## config.mk

```make
export PLATFORM = sky130hd
export DESIGN_NAME = exec_unit
export DESIGN_NICKNAME = d
export VERILOG_FILES = /design/src/rtl/exec_pkg.sv /design/src/rtl/exec_unit_mul.sv /design/src/rtl/exec_unit.sv
export SDC_FILE = /design/constraint.sdc
export NUM_CORES = 1
export LEC_CHECK = 0
export ABC_CLOCK_PERIOD_IN_PS = 7200
export BUFFER_PORTS_ARGS = -buffer_cell sky130_fd_sc_hd__buf_2
export CAP_MARGIN = 20
export CORE_ASPECT_RATIO = 1.4
export CORE_MARGIN = 2
export CORE_UTILIZATION = 60
export CTS_BUF_LIST = sky130_fd_sc_hd__clkbuf_16
export DETAILED_ROUTE_END_ITERATION = 6
export PLACE_DENSITY = 0.84
export SKIP_CTS_REPAIR_TIMING = 1
export SLEW_MARGIN = 40
export SYNTH_ARGS = -nofsm -noshare
export SYNTH_HDL_FRONTEND = slang
export SYNTH_SLANG_ARGS = --single-unit
```

## constraint.sdc

```tcl
create_clock -name Clk -period 7.2 [get_ports Clk]
set_input_delay 1.08 -clock Clk [delete_from_list [all_inputs] [get_ports Clk]]
set_output_delay 1.08 -clock Clk [all_outputs]
set_load 0.01 [all_outputs]
```

## src/rtl/exec_pkg.sv

```systemverilog
// Shared types and constants for the LC-3 execute stage.
package exec_pkg;

    typedef enum logic [1:0] {
        ADD = 2'b00,
        AND = 2'b01,
        NOT = 2'b10,
        MUL = 2'b11
    } aluk_t;

    typedef enum logic [1:0] {
        IDLE,
        CALC,
        DONE
    } state_t;

    localparam int unsigned WIDTH_DEFAULT = 16;
    localparam int unsigned MUL_ITERS     = 16;
    localparam int unsigned ITER_W        = $clog2(MUL_ITERS);

endpackage

```

## src/rtl/exec_unit_mul.sv

```systemverilog
// Iterative shift-add multiplier: one partial product per step, low WIDTH bits kept.
module mul_shift_add
    import exec_pkg::*;
#(
    parameter int unsigned WIDTH = WIDTH_DEFAULT
) (
    input  logic             Clk,
    input  logic             Reset,
    input  logic             init,
    input  logic             step,
    input  logic [WIDTH-1:0] a_in,
    input  logic [WIDTH-1:0] b_in,
    output logic [WIDTH-1:0] acc_next,
    output logic             last
);

    logic [WIDTH-1:0]  a;
    logic [WIDTH-1:0]  b;
    logic [WIDTH-1:0]  acc;
    logic [ITER_W-1:0] count;

    always_ff @(posedge Clk or posedge Reset) begin
        if (Reset) begin
            a     <= '0;
            b     <= '0;
            acc   <= '0;
            count <= '0;
        end else if (init) begin
            a     <= a_in;
            b     <= b_in;
            acc   <= '0;
            count <= '0;
        end else if (step) begin
            acc   <= acc_next;
            a     <= a << 1;
            b     <= b >> 1;
            count <= count + 1'b1;
        end
    end

    // acc_next is exposed so the final iteration's sum lands in Result on the same edge
    assign acc_next = b[0] ? acc + a : acc;
    assign last     = (count == ITER_W'(MUL_ITERS - 1));

endmodule

```

## src/rtl/exec_unit.sv

```systemverilog
// LC-3 execute stage: single-cycle ADD/AND/NOT, 16-cycle MUL, result register and NZP codes.
module exec_unit
    import exec_pkg::*;
#(
    parameter int unsigned WIDTH = WIDTH_DEFAULT
) (
    input  logic             Clk,
    input  logic             Reset,
    input  logic             Start,
    input  logic [1:0]       ALUK,
    input  logic             SR2MUX,
    input  logic [4:0]       IMM5,
    input  logic [WIDTH-1:0] SR1OUT,
    input  logic [WIDTH-1:0] SR2OUT,
    input  logic             LD_CC,
    input  logic [WIDTH-1:0] BUS,
    output logic [WIDTH-1:0] Result,
    output logic             Done,
    output logic             Busy,
    output logic             N,
    output logic             Z,
    output logic             P
);

    state_t           state;
    state_t           state_next;
    logic [WIDTH-1:0] opb;
    logic [WIDTH-1:0] alu_res;
    logic [WIDTH-1:0] res_next;
    logic [WIDTH-1:0] mul_acc_next;
    logic             mul_init;
    logic             mul_step;
    logic             mul_last;
    logic             res_load;

    assign opb = SR2MUX ? {{(WIDTH-5){IMM5[4]}}, IMM5} : SR2OUT;

    always_comb begin
        alu_res = '0;
        case (aluk_t'(ALUK))
            ADD:     alu_res = SR1OUT + opb;
            AND:     alu_res = SR1OUT & opb;
            NOT:     alu_res = ~SR1OUT;
            default: alu_res = '0;
        endcase
    end

    mul_shift_add #(.WIDTH(WIDTH)) u_mul (
        .Clk      (Clk),
        .Reset    (Reset),
        .init     (mul_init),
        .step     (mul_step),
        .a_in     (SR1OUT),
        .b_in     (opb),
        .acc_next (mul_acc_next),
        .last     (mul_last)
    );

    always_comb begin
        state_next = state;
        mul_init   = 1'b0;
        mul_step   = 1'b0;
        res_load   = 1'b0;
        res_next   = alu_res;
        case (state)
            IDLE: begin
                if (Start) begin
                    if (aluk_t'(ALUK) == MUL) begin
                        mul_init   = 1'b1;
                        state_next = CALC;
                    end else begin
                        res_load   = 1'b1;
                        state_next = DONE;
                    end
                end
            end
            CALC: begin
                mul_step = 1'b1;
                if (mul_last) begin
                    res_load   = 1'b1;
                    res_next   = mul_acc_next;
                    state_next = DONE;
                end
            end
            DONE:    state_next = IDLE;
            default: state_next = IDLE;
        endcase
    end

    always_ff @(posedge Clk or posedge Reset) begin
        if (Reset) begin
            state  <= IDLE;
            Result <= '0;
        end else begin
            state <= state_next;
            if (res_load)
                Result <= res_next;
        end
    end

    assign Busy = (state == CALC);
    assign Done = (state == DONE);

    // Condition codes run independently of the FSM so LD_CC never disturbs a MUL
    always_ff @(posedge Clk or posedge Reset) begin
        if (Reset) begin
            N <= 1'b0;
            Z <= 1'b1;
            P <= 1'b0;
        end else if (LD_CC) begin
            N <= BUS[WIDTH-1];
            Z <= (BUS == '0);
            P <= !BUS[WIDTH-1] && (BUS != '0);
        end
    end

endmodule
```

# [Word level (Yosys, flattened, before mapping)]
# Index checks and enable logic that the tools add are counted.
[word_totals] register_bits=73 input_bits=60 output_inout_bits=21 wordCells=55
[op_classes] addsub=3 n_eq_ne=8 muxes=25 bitwise_logic=2 reduce_logical=8
[ops] cell="16-bit 2-to-1 mux" count=10
[ops] cell="16-bit case mux with 3 select lines" count=1
[ops] cell="16-bit adder" count=2
[ops] cell="16-bit AND" count=1
[ops] cell="16-bit zero test" count=1
[ops] cell="16-bit NOT" count=1
[ops] cell="16-bit nonzero test" count=1
[ops] cell="4-bit 2-to-1 mux" count=2
[ops] cell="1-bit 2-to-1 mux" count=7
[ops] cell="2-bit == test (second input constant)" count=3
[ops] cell="2-bit 2-to-1 mux" count=3
[ops] cell="4-bit by 1-bit adder with 4-bit output (second input constant)" count=1
[ops] cell="2-bit by 1-bit == test with 1-bit output (second input constant)" count=2
[ops] cell="4-bit == test (second input constant)" count=1
[ops] cell="2-bit zero test" count=2
[ops] cell="2-bit case mux with 2 select lines" count=1
[ops] cell="2-bit by 1-bit inequality test with 1-bit output (second input constant)" count=1
[ops] cell="2-bit inequality test (second input constant)" count=1
[ops] cell="1-bit case mux with 2 select lines" count=1
[ops] cell="2-bit AND reduction" count=1
[ops] cell="2-bit nonzero test" count=1
[ops] cell="1-bit logical AND" count=1
[ops] cell="1-bit zero test" count=1

# [Depth between registers and ports, before layout]
# Gate-level depths: netlist of the first run.
[depth] ltp_word=5 mapped_depth=13 mapped_depth_nobuf=11

# [Hierarchy]
# A second synthesis of the first run with hierarchy kept.
[unflattened] hier_cells=660 hier_area_um2=5634.2
[by_module_without_submodules] module="mul_shift_add" instances=1 cells_per_inst=392 area_each_um2=3482.1 seq_area_each_um2=1301.2
[by_module_without_submodules] module="exec_unit" instances=1 cells_per_inst=268 area_each_um2=2152.1 seq_area_each_um2=526.8

# [Worst setup path after synthesis of the first run]
# Ideal clock, no wire load.
[synth_timing] path_kind="input-to-reg" startpoint="in SR2MUX" endpoint="reg Result[14]" setup_time_ns=0.118 arrival_time_ns=3.947 slack_ns=3.135 stages=12 path_buffers=1 path_cell_list="clkbuf_1 mux2_2 ha_1 fa_1 a211o_1 a21oi_2 o21ai_2 a2111oi_4 o41ai_1 xor2_1 a221o_1 a21o_1"
[synth_via] elab_chain_len=5 word_cells_on_any_way=6
[synth_lines] element="from (decl)" line="exec_unit.sv:11" rtl="input logic SR2MUX,"
[synth_lines] element="16-bit 2-to-1 mux *" line="exec_unit.sv:36" rtl="assign opb = SR2MUX ? {{(WIDTH-5){IMM5[4]}}, IMM5} : SR2OUT;"
[synth_lines] element="16-bit adder / 16-bit AND (equally long branches)" line="exec_unit.sv:41, exec_unit.sv:42"
[synth_lines] element="16-bit case mux with 3 select lines *" line="exec_unit.sv:40" rtl="case (aluk_t'(ALUK))"
[synth_lines] element="16-bit 2-to-1 mux" line="exec_unit.sv:79" rtl="if (mul_last) begin"
[synth_lines] element="16-bit 2-to-1 mux *" line="exec_unit.sv:65" rtl="case (state)"
[synth_lines] element="to (signal assigned)" line="exec_unit.sv:97" rtl="Result <= res_next;"
[synth_lines] element="to (decl)" line="exec_unit.sv:17" rtl="output logic [WIDTH-1:0] Result,"
# Mark *: on every way between the ends. The rest lies on a longest branch, timed or not.
# A chain may end at the register's enable or synchronous reset.

# [Final worst setup path of the first run]
# Same ends and word-level chain as after synthesis.

==> flow_summary.toml, run 1 <==
[power]
vdd_drop_max_mv = 0.2234
p_total_uw = 2469
p_clk_share_pct = 21.3
intPower_uw = 1415
switching_share_pct = 42.70
combPwrFrac_pct = 46.5
seq_power_share_pct = 32.2
p_switching_uw = 1054
power.density_mw_per_mm2 = 409.6
p_leak_uw = 0.002821

[yosys]
synth_largest_area_cell = "dfrtp_1"
synth_seq_area_share_pct = 35.01
synth_top_area_share_pct = 34.51
synth_edf_count = 0
synth_area_mm2 = 0.005221
async_flop_share_pct = 100.0
synth_seq_cells = 73
syn_avg_cell_area_um2 = 8.588
yosysWarningCount = 0
synth_fp_nets = 702
synthTopCellsByArea = "dfrtp_1 (35%), ha_1 (7.7%), o21ai_0 (5.4%)"
synth_top_flop_cell = "dfrtp_1"
ys_types = 56
syn_inst = 608

[run_status]
violations = "design-rule violations"
status = "finished with violations"

[drt]
detail_route.vias_per_cell = 6.752
dr.pass1.iters = 7
vias = 5280
wl_per_cell_um = 19.25
wirelength_um = 15050
dr.first_iter.drc_count = 655
postRouteAntennaNets = 0
drc_errors = 1

[clock_tree]
cts_sinks = 73
insertion_delay_ns = 0.35
clockBufferDepth = 2
root_buffer = "clkbuf_16"
h-tree-depth = 3
tritoncts = "done"
cts-buffers-inserted = 9
clk_pin_slew_worst_paths_ns = 0.06

[timing]
period_minus_slack_ns = 4.007
post-route-period-util_pct = 55.65
clock.fmax_ghz = 0.2496
rsz0062_at_grt = "no"
tns_ns = 0
layout_setup_ws_ns = 3.193
finalSetupViolCount = 0
relSlewSlack_pct = 43.27
worst_pin_slew_ns = 0.8478
clock_skew_ns = 0.006353
finalHoldViolations = 0
drv_slew = 0

[final_layout]
seq_area_mm2 = 0.001829
post-route-util_pct = 70.84
n_antenna_cell = 0
layout-drive-gt1-share_pct = 17.87
area_growth_pct = 15.43
fillers = 647
layout.nets = 766
multi_input_area_mm2 = 0.003166
stdcell_count = 782
final_cell_mix = "buf_2 (80), dfrtp_1 (71), nand2_1 (69), o21ai_0 (56), a21oi_1 (42)"
layout_commonest_cell = "buf_2"

[setup_path]
rr_endpoint = "Result[15]$_DFFE_PP0P_"
crit_path_start_kind = "primary input"
path_cells = "buf_2 > mux2_2 > ha_1 > fa_1 > a211o_1 > a21oi_2 > o21ai_2 > a2111oi_4 > o41ai_1 > xor2_1 > a221o_1 > a21o_1"
worstPathArrival_ns = 4.25
r2r_cells = 7
endpoint = "Result[14]$_DFFE_PP0P_"
cp-end-kind = "register"
critPathRequiredTime_ns = 7.44
worst_path_largest_cell_delay_ns = 0.44
cpMaxStageDelayCell = "fa_1"
reg2reg_from = "state[1]$_DFFE_PP0P_"
crit_fanout = 17
reg2reg_setup_slack_ns = 3.89
path_class = "in -> reg"
critical_path.startpoint = "SR2MUX"

[floorplanning]
start_util_pct = 61.37
die_w_um = 82.84
die_area_mm2 = 0.009475
placementRows = 40
die_y_um = 114.4
ioPinCount = 81
core_area_mm2 = 0.008508

[global_routing]
grt_use_total_pct = 31.90
antenna_found_initial = 0
overflow = 0
grt_pass1_vias = 4991
grt_start_max_net_pins = 74
grt_first_pass_wirelength_um = 24450

[hold_path]
hold_path_class = "reg -> reg"
min_from = "Result[2]$_DFFE_PP0P_"

[placed_design]
pre_cts_ws_ns = 2.898
hpwlAfterDp_um = 10860
portBuffers = 80
gp_congestion = 0.9236
place_inst = 766

[run]
cap_violations = 0
worst min-delay path by stage:
stage | depth (start not counted) | slack, ns | to
5_1_grt | 2 | 0.53 | Result[3]$_DFFE_PP0P_
3_5_place_dp | 2 | 0.48 | Result[2]$_DFFE_PP0P_
4_1_cts | 2 | 0.50 | Result[2]$_DFFE_PP0P_
3_3_place_gp | 2 | 0.47 | Result[2]$_DFFE_PP0P_
2_1_floorplan | 1 | 0.47 | u_mul.count[2]$_DFFE_PP0P_
6_report | 2 | 0.50 | Result[2]$_DFFE_PP0P_
cell type report:
type	count	share of cell area, %
Clock buffer	9	3.737
Clock inverter	7	1.951
Inverter	29	1.806
Multi-Input combinational cell	473	52.52
Sequential cell	73	30.35
Tap cell	105	2.180
Timing Repair Buffer	86	7.453
layer usage:
metal  up-vias  GRT usage, %  wire length (um)
met2       282         54.30              7409
met5         -             0                 0
met1      2540         38.67              5859
met4         0         15.74               551
li1       2409             -                 -
met3        49         6.417              1230
flip-flops by register name (all words and copies together) (netlist names):
| name | count |
|---|---|
| u_mul.a | 16 |
| Result | 16 |
| u_mul.count | 4 |
| P | 1 |
| u_mul.acc | 16 |
| N | 1 |
| state | 2 |
| u_mul.b | 16 |
| Z | 1 |
kinds of logic after synthesis:
family	synth area share, %
AOI/OAI and AO/OA	27.73
muxes	6.494
and+or+nand+nor	14.47
adders and majority gates	8.435
xor gates and xnor gates	3.355
buffers and inverters	4.505
DFF	35.01
Yosys cell counts (8+ instances only):
| cell | instances |
|---|---|
| a31oi_1 | 14 |
| ha_1 | 32 |
| o22ai_1 | 15 |
| a22oi_1 | 19 |
| dfrtp_1 | 72 |
| nor3_1 | 11 |
| mux2i_1 | 26 |
| clkbuf_1 | 25 |
| o21ai_0 | 56 |
| a211oi_1 | 11 |
| xor2_1 | 8 |
| nand3_1 | 16 |
| inv_1 | 28 |
| xnor2_1 | 12 |
| nor2_1 | 35 |
| nand2_1 | 69 |
| a21oi_1 | 42 |
stage by stage:
step | cell area, um2 | hold slack (ns)
final | 6027 | 0.4955
after global routing | 6027 | 0.5288
after CTS | 6026 | 0.4967
after detailed placement | 5683 | 0.4814
after global placement | 5674 | 0.4688
after floorplan | 5221 | 0.4688
power groups by stage:
stage,Sequential [uW],Clock [uW],Combinational (uW)
3_3_place_gp,775,0,1070
3_5_place_dp,788,0,1120
5_1_grt,812,545,1280
4_1_cts,782,529,1130
6_report,794,527,1150
2_1_floorplan,732,0,853
critical path, delay by kind of cell:
kind            cells  cell delay, ns
compound gates      7            1.69
buf+inv             1            0.25
xor+xnor            1            0.16
fa+ha+maj           2            0.68
mux                 1            0.39
Power figures use the tool's default switching activity.
==> inputs of run 2 (changes only) <==
--- a/config.mk
+++ b/config.mk
@@ -5,15 +5,15 @@
 export SDC_FILE = /design/constraint.sdc
 export NUM_CORES = 1
 export LEC_CHECK = 0
-export ABC_CLOCK_PERIOD_IN_PS = 7200
+export ABC_CLOCK_PERIOD_IN_PS = 4000
 export BUFFER_PORTS_ARGS = -buffer_cell sky130_fd_sc_hd__buf_2
 export CAP_MARGIN = 20
 export CORE_ASPECT_RATIO = 1.4
 export CORE_MARGIN = 2
-export CORE_UTILIZATION = 60
+export CORE_UTILIZATION = 58
 export CTS_BUF_LIST = sky130_fd_sc_hd__clkbuf_16
 export DETAILED_ROUTE_END_ITERATION = 6
-export PLACE_DENSITY = 0.84
+export PLACE_DENSITY = 0.81
 export SKIP_CTS_REPAIR_TIMING = 1
 export SLEW_MARGIN = 40
 export SYNTH_ARGS = -nofsm -noshare
==> constraint.sdc (replaced) <==
create_clock -name Clk -period 4 [get_ports Clk]
set_input_delay 0.6 -clock Clk [delete_from_list [all_inputs] [get_ports Clk]]
set_output_delay 0.6 -clock Clk [all_outputs]
set_load 0.01 [all_outputs]
==> flow_summary.toml, run 2 (synthesis results as in run 1) <==
[timing]
period_minus_slack_ns = 3.321
worst_pin_slew_ns = 0.8414
post-route-period-util_pct = 83.04
finalHoldViolations = 0
clock.fmax_ghz = 0.3011
hold_ws_ns = 0.3514
drv_slew = 0
clock_skew_ns = 0.005204
rsz0062_at_grt = "no"
finalSetupViolCount = 0
relSlewSlack_pct = 43.91
tns_ns = 0

[drt]
postRouteAntennaNets = 0
vias = 5139
wirelength_um = 14700
wl_per_cell_um = 18.61
detail_route.vias_per_cell = 6.505
dr.pass1.iters = 5
dr.first_iter.drc_count = 415
drc_errors = 0

[final_layout]
layout-drive-gt1-share_pct = 18.45
layout.nets = 772
area_growth_pct = 15.43
layout_commonest_cell = "buf_2"
n_antenna_cell = 0
final_cell_mix = "buf_2 (80), dfrtp_1 (72), nand2_1 (69), o21ai_0 (56), a21oi_1 (42)"

[global_routing]
use_met1_pct = 37.69
grt_use_total_pct = 30.47
grt_first_pass_wirelength_um = 23630
grt_pass1_vias = 4839
grt_start_max_net_pins = 54
antenna_found_initial = 0
grtUsageMet3_pct = 3.887
use_met2_pct = 54.50
grt-busiest-layer = "met2"
overflow = 0

[placed_design]
gp_congestion = 0.9172
portBuffers = 80
hpwlAfterDp_um = 10890

[setup_path]
worst-path-buf-inv = 2
path_class = "in -> reg"
cpMaxStageDelayCell = "fa_1"
worstPathArrival_ns = 3.55
worst_path_largest_cell_delay_ns = 0.46
crit_family = "compound AO/OA/AOI/OAI gates"
path_cells = "buf_2 > buf_4 > mux2_2 > fa_1 > a211o_1 > a21oi_2 > o21ai_2 > a2111oi_4 > o41ai_1 > xor2_1 > a221o_1 > a21o_1"
cp-end-kind = "register"
critPathRequiredTime_ns = 4.23
crit_fanout = 16
crit_path_start_kind = "primary input"

[clock_tree]
h-tree-depth = 3
insertion_delay_ns = 0.34
root_buffer = "clkbuf_16"
clockBufferDepth = 2
cts_sinks = 73
tritoncts = "done"
clk_pin_slew_worst_paths_ns = 0.06
cts-buffers-inserted = 9

[floorplanning]
placementRows = 41
start_util_pct = 58.83
die_y_um = 116.3
die_w_um = 84.19
ioPinCount = 81
core_area_mm2 = 0.008875
die_area_mm2 = 0.009788

[hold_path]
hold_path_class = "in -> async"

[power]
p_leak_uw = 0.002816
vdd_drop_max_mv = 0.3716
power.density_mw_per_mm2 = 714.1
p_total_uw = 4304

[run_status]
status = "complete, no violations"

[run]
cap_violations = 0
[run 2: metal layers]
metal / vias to the layer above / wire length [um] / share of wire, %
met4: 0 / 340 / 2.3
met3: 27 / 953 / 6.5
li1: 2425 / - / -
met2: 238 / 7412 / 50
met1: 2449 / 5993 / 41
met5: - / 0 / 0
[run 2: worst register-to-register path: cells and delay by family, from the launching register on]
| kind | cells | cell delay, ns |
|---|---|---|
| AO/OA/AOI/OAI | 5 | 1.23 |
| adder cells (fa/ha/maj) | 1 | 0.33 |
| flip-flops | 1 | 0.45 |
| multiplexers | 1 | 0.24 |
| AND/OR/NAND/NOR | 2 | 0.55 |
[run 2: layout make-up]
type	count	area, um2
clock buffer	9	225.2
clock inverter	7	70.07
sequential	73	1828
multi-input combinational	473	3168
fill	715	2848
inverter	29	111.4
tap	107	133.9
timing repair buffer	92	490.5
[run 2: final timing paths]
check / startpoint / to / slack (ns) / cells past startpoint
min in group Clk: Result[2]$_DFFE_PP0P_ / Result[2]$_DFFE_PP0P_ / 0.49 / 2
setup / recovery: SR2MUX / Result[14]$_DFFE_PP0P_ / 0.68 / 12
setup reg to reg: u_mul.a[1]$_DFFE_PP0P_ / u_mul.acc[15]$_DFFE_PP0P_ / 1.13 / 9
hold reg to reg: Result[2]$_DFFE_PP0P_ / Result[2]$_DFFE_PP0P_ / 0.49 / 2
hold / removal: Reset / u_mul.acc[12]$_DFFE_PP0P_ / 0.35 / 2
max in group asynchronous: Reset / u_mul.b[12]$_DFFE_PP0P_ / 2.89 / 3
[run 2: per-stage QoR]
stage / setup slack, ns / instances / util, % / area [um2]
2_1_floorplan: 0.4147 / 608 / - / 5221
3_3_place_gp: 0.3820 / 774 / 64.47 / 5722
3_5_place_dp: 0.3387 / 774 / 64.56 / 5729
4_1_cts: 0.6878 / 790 / 67.88 / 6025
5_1_grt: 0.5926 / 790 / 67.91 / 6027
6_report: 0.6786 / 790 / 67.91 / 6027
[run 2: where the power goes]
part | switching [uW] | internal, uW
logic | 1190 | 888
clock network | 325 | 481
registers | 356 | 1070
==> inputs of run 3 (changes only) <==
--- a/config.mk
+++ b/config.mk
@@ -5,15 +5,16 @@
 export SDC_FILE = /design/constraint.sdc
 export NUM_CORES = 1
 export LEC_CHECK = 0
-export ABC_CLOCK_PERIOD_IN_PS = 4000
+export ABC_AREA = 1
+export ABC_CLOCK_PERIOD_IN_PS = 2800
 export BUFFER_PORTS_ARGS = -buffer_cell sky130_fd_sc_hd__buf_2
 export CAP_MARGIN = 20
 export CORE_ASPECT_RATIO = 1.4
 export CORE_MARGIN = 2
-export CORE_UTILIZATION = 58
+export CORE_UTILIZATION = 53
 export CTS_BUF_LIST = sky130_fd_sc_hd__clkbuf_16
 export DETAILED_ROUTE_END_ITERATION = 6
-export PLACE_DENSITY = 0.81
+export PLACE_DENSITY = 0.78
 export SKIP_CTS_REPAIR_TIMING = 1
 export SLEW_MARGIN = 40
 export SYNTH_ARGS = -nofsm -noshare
==> constraint.sdc (replaced) <==
create_clock -name Clk -period 2.8 [get_ports Clk]
set_input_delay 0.42 -clock Clk [delete_from_list [all_inputs] [get_ports Clk]]
set_output_delay 0.42 -clock Clk [all_outputs]
set_load 0.01 [all_outputs]
==> flow_summary.toml, run 3 <==
[setup_path]
worstPathArrival_ns = 2.57
cp-end-kind = "register"
critPathRequiredTime_ns = 3.01
crit_fanout = 12
r2r_cells = 5
path_class = "in -> reg"
crit_path_start_kind = "primary input"

[clock_tree]
cts_sinks = 73
insertion_delay_ns = 0.33
tritoncts = "done"
h-tree-depth = 3
cts-buffers-inserted = 9
clk_pin_slew_worst_paths_ns = 0.06
clockBufferDepth = 2
root_buffer = "clkbuf_16"

[final_layout]
layout_commonest_cell = "nand2_1"
multi_input_area_mm2 = 0.003156
seq_area_mm2 = 0.001828
n_antenna_cell = 0
fillers = 975
final_cell_mix = "nand2_1 (287), inv_1 (120), nand3_1 (116), buf_2 (80), dfrtp_1 (72)"
stdcell_count = 1058
final_area_mm2 = 0.006409
area_growth_pct = 15.02
layout.nets = 1009
layout-drive-gt1-share_pct = 13.80
post-route-util_pct = 62.25

[timing]
finalHoldViolations = 0
worst_pin_slew_ns = 0.7437
rsz0062_at_grt = "no"
finalSetupViolCount = 0
post-route-period-util_pct = 84.08
relSlewSlack_pct = 49.89
drv_slew = 0
clock_skew_ns = 0.003802
tns_ns = 0
clock.fmax_ghz = 0.4248
period_minus_slack_ns = 2.354

[floorplanning]
start_util_pct = 54.12
die_y_um = 125.3
die_area_mm2 = 0.01136
placementRows = 44
core_area_mm2 = 0.01029
die_w_um = 90.66
ioPinCount = 81

[yosys]
synthTopCellsByArea = "dfrtp_1 (32%), nand2_1 (19%), nand3_1 (10%)"
yosysWarningCount = 0
yosysMostFrequentCell = "nand2_1"
ys_types = 37
synth_common_cells = "nand2_1 (287), inv_1 (120), nand3_1 (116)"
syn_avg_cell_area_um2 = 6.649
synth_seq_area_share_pct = 32.81
synth_top_flop_cell = "dfrtp_1"
synth_area_mm2 = 0.005572
synth_edf_count = 0
synth_top_area_share_pct = 32.34
synth_fp_nets = 932
async_flop_share_pct = 100.0
synth_largest_area_cell = "dfrtp_1"
syn_inst = 838
synth_seq_cells = 73

[drt]
detail_route.vias_per_cell = 5.437
dr.first_iter.drc_count = 477
wl_per_cell_um = 15.12
wirelength_um = 16000
dr.pass1.iters = 5
postRouteAntennaNets = 0
vias = 5752
drc_errors = 0

[hold_path]
hold_path_class = "in -> async"

[global_routing]
grt_use_total_pct = 29.45
grt_first_pass_wirelength_um = 27100
grt_start_max_net_pins = 50
grt_pass1_vias = 5773
overflow = 0
antenna_found_initial = 0

[power]
p_leak_uw = 0.003566
vdd_drop_max_mv = 0.5469
p_total_uw = 5611
power.density_mw_per_mm2 = 875.5

[run]
cap_violations = 0

[placed_design]
place_inst = 1042
hpwlAfterDp_um = 12470
portBuffers = 80
gp_congestion = 1.016
placed_area_mm2 = 0.006121

[run_status]
status = "complete, no violations"
## run 3: cell types whose count changed after synthesis, sizes merged, moves of 8 or more
| cell | before | now |
|---|---|---|
| nand2 | 69 | 288 |
| a21o | 8 | 0 |
| nand3 | 16 | 116 |
| xnor2 | 12 | 3 |
| a31oi | 14 | 0 |
| a22oi | 19 | 9 |
| clkbuf | 25 | 14 |
| mux2i | 26 | 0 |
| o21ai | 60 | 44 |
| a211oi | 11 | 0 |
| or2 | 0 | 9 |
| inv | 28 | 123 |
| a21oi | 44 | 21 |
## run 3: layout make-up
cell class	instances	area share, %
clock buffer	9	3.514
clock inverter	7	0.9762
inverter	123	7.204
multi-input combinational	616	49.24
sequential	73	28.52
tap	138	2.694
timing repair buffer	92	7.848
## run 3: kinds of logic (layout without fill, tap and decap cells)
kind of cell	count (synthesis)	count (layout)	share of synthesized area, %
flops	73	73	32.81
compound gates	102	102	10.87
buf+inv	149	231	10.55
xor+xnor	5	5	0.7861
mux	4	4	0.8084
fa+ha+maj	34	34	7.905
simple gates	471	471	36.27
## run 3: path summary, 6_finish.rpt
check	start	endpoint	slack, ns
worst max-delay path	SR2MUX	Result[5]$_DFFE_PP0P_	0.45
worst min-delay path	Reset	u_mul.count[3]$_DFFE_PP0P_	0.15
worst max register to register	state[0]$_DFFE_PP0P_	u_mul.acc[9]$_DFFE_PP0P_	0.75
worst min register to register	u_mul.count[3]$_DFFE_PP0P_	u_mul.count[3]$_DFFE_PP0P_	0.48
max in group asynchronous	Reset	Z$_DFFE_PP1P_	1.93
min in group Clk	SR1OUT[0]	u_mul.a[0]$_DFFE_PP0P_	0.35
## run 3: power breakdown
group	internal (uW)	total [uW]	switching [uW]	leakage, uW
clock	680	1120	440	0.000142
combinational	968	2670	1700	0.00248
sequential	1490	1820	334	0.000941
total	3130	5610	2480	0.00357
## run 3: per-stage QoR
step / hold WS (ns) / setup WS [ns]
2_1_floorplan: 0.4330 / 0.5165
6_report: 0.1451 / 0.4457
4_1_cts: 0.1585 / 0.5096
5_1_grt: 0.1966 / 0.2708
3_3_place_gp: 0.4560 / 0.1901
3_5_place_dp: 0.4691 / 0.1769
## run 3: worst max-delay path: stages
cell	delay [ns]
buf_2	0.16
nand2_1	0.25
o21ai_0	0.24
ha_1	0.39
nand2_1	0.14
inv_1	0.05
nand2_1	0.09
nand3_1	0.18
or2_2	0.32
nand3_1	0.07
o211ai_1	0.10
nand2_1	0.09
nand3_1	0.07
## run 3: metal layers
metal	wire (um)	GRT usage (%)	up-vias
li1	-	-	2874
met1	6559	35.04	2630
met2	8085	52.33	198
met3	683	3.313	50
met4	673	14.66	0
met5	0	0	-
